`config.mk`:
```
export PLATFORM = sky130hd
export DESIGN_NAME = pulse_pacer
export DESIGN_NICKNAME = d
export VERILOG_FILES = /design/src/rtl/pulse_pacer.sv
export SDC_FILE = /design/constraint.sdc
export NUM_CORES = 1
export LEC_CHECK = 0
export CAP_MARGIN = 0
export CORE_ASPECT_RATIO = 0.7
export CORE_UTILIZATION = 40
export DETAILED_ROUTE_END_ITERATION = 8
export HOLD_SLACK_MARGIN = 0.02
export PLACE_DENSITY = 0.65
export SLEW_MARGIN = 20
export SYNTH_ARGS = -nofsm -noshare
export SYNTH_HDL_FRONTEND = slang
export SYNTH_SLANG_ARGS = --single-unit
```
`constraint.sdc`:
```
create_clock -name clk -period 4.85 [get_ports clk]
set_input_delay 0.97 -clock clk [delete_from_list [all_inputs] [get_ports clk]]
set_output_delay 0.97 -clock clk [all_outputs]
set_load 0.005 [all_outputs]
```
`src/rtl/pulse_pacer.sv`:
```
// Re-emits bursty single-cycle events as pulses spaced GAP cycles apart, backlog held in a saturating counter.
// Latency: event to pulse_out is 1 cycle when idle; no backpressure: events past a full backlog are dropped and flagged.
module pulse_pacer #(
  parameter int CNT_W = 8,
  parameter int GAP   = 6
) (
  input  logic             clk,
  input  logic             rst,
  input  logic             event_in,
  input  logic             flush,
  input  logic             ovf_clr,
  output logic             pulse_out,
  output logic [CNT_W-1:0] pending,
  output logic             busy,
  output logic             overflow
);

  typedef enum logic {
    IDLE,
    GAP_WAIT
  } state_t;

  localparam logic [CNT_W-1:0] PEND_MAX = '1;
  localparam logic [7:0]       GAP_LOAD = 8'(GAP - 1);

  state_t             state_q, state_d;
  logic [7:0]         gap_q, gap_d;
  logic [CNT_W-1:0]   pending_q, pending_d;
  logic               pulse_out_q, pulse_out_d;
  logic               overflow_q, overflow_d;
  logic               issue;
  logic               ovf_set;

  always_comb begin
    issue       = (state_q == IDLE) && !flush && ((pending_q != '0) || event_in);
    // Saturation drop only counts when the event was not already discarded by flush.
    ovf_set     = !flush && event_in && !issue && (pending_q == PEND_MAX);

    state_d     = state_q;
    gap_d       = gap_q;
    case (state_q)
      IDLE: begin
        if (issue) begin
          state_d = GAP_WAIT;
          gap_d   = GAP_LOAD;
        end
      end
      GAP_WAIT: begin
        // Leaving when the count reaches 1 puts the next decision exactly GAP cycles after the last.
        if (gap_q <= 8'd1) begin
          state_d = IDLE;
          gap_d   = 8'd0;
        end else begin
          gap_d   = gap_q - 8'd1;
        end
      end
      default: begin
        state_d = IDLE;
        gap_d   = 8'd0;
      end
    endcase

    pending_d = pending_q;
    if (flush) begin
      pending_d = '0;
    end else if (event_in && !issue) begin
      if (pending_q != PEND_MAX) pending_d = pending_q + 1'b1;
    end else if (!event_in && issue) begin
      pending_d = pending_q - 1'b1;
    end

    pulse_out_d = issue;
    overflow_d  = ovf_set | (overflow_q & ~ovf_clr);
  end

  always_ff @(posedge clk or posedge rst) begin
    if (rst) begin
      state_q     <= IDLE;
      gap_q       <= 8'd0;
      pending_q   <= '0;
      pulse_out_q <= 1'b0;
      overflow_q  <= 1'b0;
    end else begin
      state_q     <= state_d;
      gap_q       <= gap_d;
      pending_q   <= pending_d;
      pulse_out_q <= pulse_out_d;
      overflow_q  <= overflow_d;
    end
  end

  assign pulse_out = pulse_out_q;
  assign pending   = pending_q;
  assign overflow  = overflow_q;
  assign busy      = (pending_q != '0) || (state_q != IDLE);

endmodule
```
==> impl_metrics.tcl <==
set metrics [dict create \
    finalWorstSetupSlack_ps 1113 \
    ios 16 \
    grt_max_degree 20 \
    min_path_cells 1 \
    cts_buffer_depth 2 \
    post_cts_buffers 0 \
    reg2reg_to "pending[7]" \
    rsz0062_at_grt "no" \
    fin_crit_sh_pct 77.05 \
    dp.final_hpwl_mm 1.899 \
    start_util_pct 43.92 \
    num_antenna_cells 0 \
    setup_violations 0 \
    cts_root_buf "clkbuf_8" \
    ir_drop_mv 0.1674 \
    timing.hold.ws_ps 485.1 \
    hold_buffers 0 \
    min_path_type "register to register" \
    total_power_uw 510.5 \
    yosysUniqueCellTypes 37 \
    drc_errors 0 \
    worst-path-buf-inv 1 \
    reg2reg_slack_ps 2020 \
    gp_congestion 0.8391 \
    yosysTopAreaCellShare_pct 37.29 \
    nets 169 \
    die_w_um 69.48 \
    synth_seq_cells 19 \
    cts_tree "done" \
    synthTopCellsByArea "dfrtp_1, ha_1, nand2_1, nor2_1, inv_1" \
    cpLargestDelayFamily "compound AO/OA/AOI/OAI gates" \
    clock-sinks 19 \
    drtIter0Drc 91 \
    pre_cts_ws_ps 862.1 \
    grt.met3_usage_pct 5.165 \
    vias 1045 \
    synth_area_um2 1275 \
    layout_common_cells "dfrtp_1, nand2_1, clkdlybuf4s50_1" \
    yosysTopAreaCell "dfrtp_1" \
    max_stage_delay_ps 740 \
    grt_use_met1_pct 25.10 \
    syn_to_final_growth_pct 17.08 \
    tns_ps 0 \
    die_area_um2 3421 \
    crit_path_top_delay_cell "o21ai_1" \
    async_reset_ff_share_pct 100.0 \
    min_from "overflow" \
    seq_area_frac_synth_pct 37.29 \
    numCtsBuffers 3 \
    dieHeight_um 49.24 \
    drt-pass1-iter-count 4 \
    critPathMaxFanout 14 \
    rows 16 \
    syn_nets 153 \
    drt_wl_total_mm 2.563 \
    worstSkewPairLatency_ps 250 \
    core_um2 2903 \
    status "finished clean" \
    fmax_mhz 267.6 \
    track_usage_pct 16.73 \
    min_period_ps 3737 \
    grt_pass1_vias 942 \
    crit_start "flush" \
    drv_slew 0 \
    nFillCells 270 \
    min_to "overflow" \
    required_ps 4990 \
    grt_first_pass_wirelength_mm 4.485 \
    final_common_cell "dfrtp_1" \
    wire_per_inst_um 13.49 \
    end_kind "register" \
    fin_skew_ps 2.487 \
    final_antenna_net_count 0 \
    worstMarginPinSlew_ps 779.9 \
    synthFlopType "dfrtp_1" \
    synthCells 139 \
    cp.arrival_ps 3880 \
    busiest_layer "met1" \
    start_kind "input pin" \
    path_clk_slew_ps 70 \
    drive_gt1_share_pct 7.143 \
    worstPathCellList "clkdlybuf4s50_1 -> o21ai_1 -> ha_1 -> o21ai_0 -> o211ai_1 -> and2_1 -> xnor2_1 -> a221o_1" \
    io_buffers 15 \
    power_density_nw_per_um2 342.0 \
    final_hold_viol_count 0 \
    cap_violations 0 \
    synth_area_per_cell_um2 9.172 \
    r2r_cells 7 \
    via_per_inst 5.500 \
    grt_overflow 0 \
    slew_headroom_pct 47.66 \
    yosys_warnings 0 \
    critical_path_class "input pin to register" \
    grt_util_met2_pct 23.46 \
    synth_edf_count 0 \
    cts_resized 0 \
    ctsHtreeMaxLevel 1 \
    r2r-start "state_q" \
    p_leak_nw 0.6180 \
    antenna_found_initial 0 \
]
## state kept, by name, summed over array words and instances (netlist names)
register   cells
pending        8
gap_q          8
overflow       1
state_q        1
pulse_out      1
## layout make-up
| cell class | count | area, µm² | share of cell area [%] |
|---|---|---|---|
| multi-input combinational | 106 | 739.5 | 49.54 |
| tap | 36 | 45.04 | 3.018 |
| timing repair buffer | 15 | 150.1 | 10.06 |
| inverter | 10 | 37.54 | 2.515 |
| sequential | 19 | 475.5 | 31.85 |
| clock buffer | 4 | 45.04 | 3.018 |
## per-layer routing
metal  routed length [µm]  vias to the layer above
li1                     -                      529
met1                 1448                      494
met2                  990                       20
met3                  110                        2
met4                   14                        0
met5                    0                        -
## cells by family after synthesis
family	count (synthesis)	share of synthesized area (%)
and+or+nand+nor	48	19.82
AOI/OAI and AO/OA	43	24.63
DFF	19	37.29
buffers and inverters	14	4.711
adders and majority gates	9	9.421
xor gates and xnor gates	6	4.122
## Yosys cell counts, types with 3 or more instances
library cell	n
a21o_1	3
a21oi_1	6
dfrtp_1	19
ha_1	8
inv_1	10
nand2_1	16
nand2b_1	4
nor2_1	11
nor3_1	4
nor4_2	3
o211ai_1	3
o21ai_0	3
o21ai_1	7
o31ai_1	5
o41ai_1	3
xor2_1	4
## worst max path at each step
stage | depth (start not counted) | slack (ps) | endpoint
after floorplan | 7 | 1950 | pending[7]
after global placement | 8 | 950 | pending[7]
after detailed placement | 8 | 860 | pending[7]
after CTS | 8 | 1140 | pending[7]
after global routing | 9 | 890 | pending[6]
final | 8 | 1110 | pending[7]
## metrics by stage
stage	util, %	std cells	cell area [µm²]
6_report	51.42	190	1493
5_1_grt	51.42	190	1493
4_1_cts	51.42	190	1493
3_5_place_dp	49.87	186	1448
3_3_place_gp	49.87	186	1448
2_1_floorplan	-	139	1275
## report_power, final
group	total, mW	internal (mW)	switching [mW]
clock	0.109	0.0584	0.0501
combinational	0.192	0.0987	0.0932
sequential	0.210	0.177	0.0330
total	0.510	0.334	0.176
No activity file was read; power rests on OpenSTA's default activity.
==> edit, RTL diff (same flow settings) <==
The parameter `CNT_W` goes from 8 to 6.
--- a/src/rtl/pulse_pacer.sv
+++ b/src/rtl/pulse_pacer.sv
@@ -1,7 +1,7 @@
 // Re-emits bursty single-cycle events as pulses spaced GAP cycles apart, backlog held in a saturating counter.
 // Latency: event to pulse_out is 1 cycle when idle; no backpressure: events past a full backlog are dropped and flagged.
 module pulse_pacer #(
-  parameter int CNT_W = 8,
+  parameter int CNT_W = 6,
   parameter int GAP   = 6
 ) (
   input  logic             clk,
Interface: changed (resized pending); port bits go from 16 to 14. No check against the original RTL was run, so the function may have changed too.
==> edit against the unedited design <==
Setup slack better by 0.29 ns; sequential cell count is 2 lower; count of clock-buffer cells in the layout is the same; via count is 15% lower; final area down 14%; total power is 20% lower; critical endpoint is now pending[5]; largest power group unchanged; die area fell by 16%; area after synthesis decreased by 16%; clock power down 5%; wire length shrank 16%.
==> edit: results (changes against the unedited design) <==
Largest net degree at the start of global routing: 18 (was 20)
Slowest stage delay, CP: 0.62 ns (was 0.74 ns)
Unique masters post-synth: 36 (was 37)
Post-Syn Instances: 115 (was 139)
Lkg Pwr: 0.569 nW (was 0.618 nW)
DR iter-0 viols: 45 (was 91)
Vias in the first global route: 794 (was 942)
Hold Path Origin: gap_q[6] (was overflow)
Status: complete, no violations (unchanged)
1st-pass router iterations: 5 (was 4)
Arrival time at the worst endpoint: 3.64 ns (was 3.88 ns)
PortBufs: 13 (was 15)
Top post-synthesis cells by count: dfrtp_1, inv_1, nand2_1, nor2_1, o21ai_1 (was dfrtp_1, nand2_1, nor2_1)
Area contributors post-synth: dfrtp_1, ha_1, inv_1 (was dfrtp_1, ha_1, nand2_1)
Critical Path Fanout Max: 10 (was 14)
Via count: 891 (was 1045)
Nets@finish: 143 (was 169)
DRT Wirelength: 2.16 mm (was 2.56 mm)
Sw power: 129 uW (was 176 uW)
Pre-CTS setup slack: 1.14 ns (was 0.862 ns)
Slew headroom: 54.6% (was 47.7%)
Gpl congestion: 0.803 (was 0.839)
Mapped Nets: 127 (was 153)
Sequential area share after synthesis: 39.8% (was 37.3%)
Critical R2R Capture: pending[5] (was pending[7])
First-pass GRT wire length: 3.64 mm (was 4.49 mm)
FF-to-FF setup slack: 2.20 ns (was 2.02 ns)
GRT Util Overall: 17.2% (was 16.7%)
-- edit: cell count changes after synthesis, moves of 3 or more --
| cell | before | now |
|---|---|---|
| buf_2 | 0 | 3 |
| a21oi_1 | 6 | 3 |
| o211ai_1 | 3 | 0 |
| nor3_1 | 4 | 1 |
| nand2_1 | 16 | 10 |
-- edit: metal layers --
layer	wire, um	GRT usage [%]	vias up
li1	-	-	453
met1	1120	25.1	397
met2	831	22.1	33
met3	168	7.07	8
met4	42	6.36	0
met5	0	0	-
-- edit: power by group through the flow --
stage | clock network (mW) | registers (mW) | logic (mW)
finish | 0.104 | 0.178 | 0.126
global placement | 0 | 0.179 | 0.122
CTS | 0.107 | 0.177 | 0.126
detailed placement | 0 | 0.180 | 0.126
global route | 0.115 | 0.180 | 0.141
floorplan | 0 | 0.176 | 0.0765
-- edit: kinds of logic (layout without fill, tap and decap cells) --
| family | Yosys count | count (layout) | synth area share, % |
|---|---|---|---|
| adder cells (fa/ha/maj) | 7 | 7 | 8.90 |
| buffers and inverters | 13 | 28 | 4.92 |
| AO/OA/AOI/OAI | 37 | 37 | 24.9 |
| XOR/XNOR | 2 | 2 | 1.64 |
| flip-flops | 17 | 17 | 39.8 |
| AND/OR/NAND/NOR | 39 | 39 | 19.8 |
-- edit: worst max-delay path by stage --
stage / from / endpoint / slack [ns] / cells after the start
floorplan: flush / pending[5] / 1.96 / 8
global placement: flush / pending[5] / 1.30 / 8
detailed placement: flush / pending[5] / 1.14 / 8
CTS: flush / pending[5] / 1.42 / 8
global route: flush / pending[5] / 1.22 / 8
finish: flush / pending[5] / 1.41 / 8
-- edit: metrics by stage --
stage	cell area, um2	cells
after global routing	1280	164
final	1280	164
after CTS	1280	164
after floorplan	1070	115
after global placement	1230	160
after detailed placement	1230	160
-- edit: final cells by class --
class,instances,area (um2)
sequential,17,425
tap,34,42.5
timing repair buffer,14,138
inverter,10,37.5
fill,232,1220
clock buffer,4,45.0
multi-input combinational,85,591
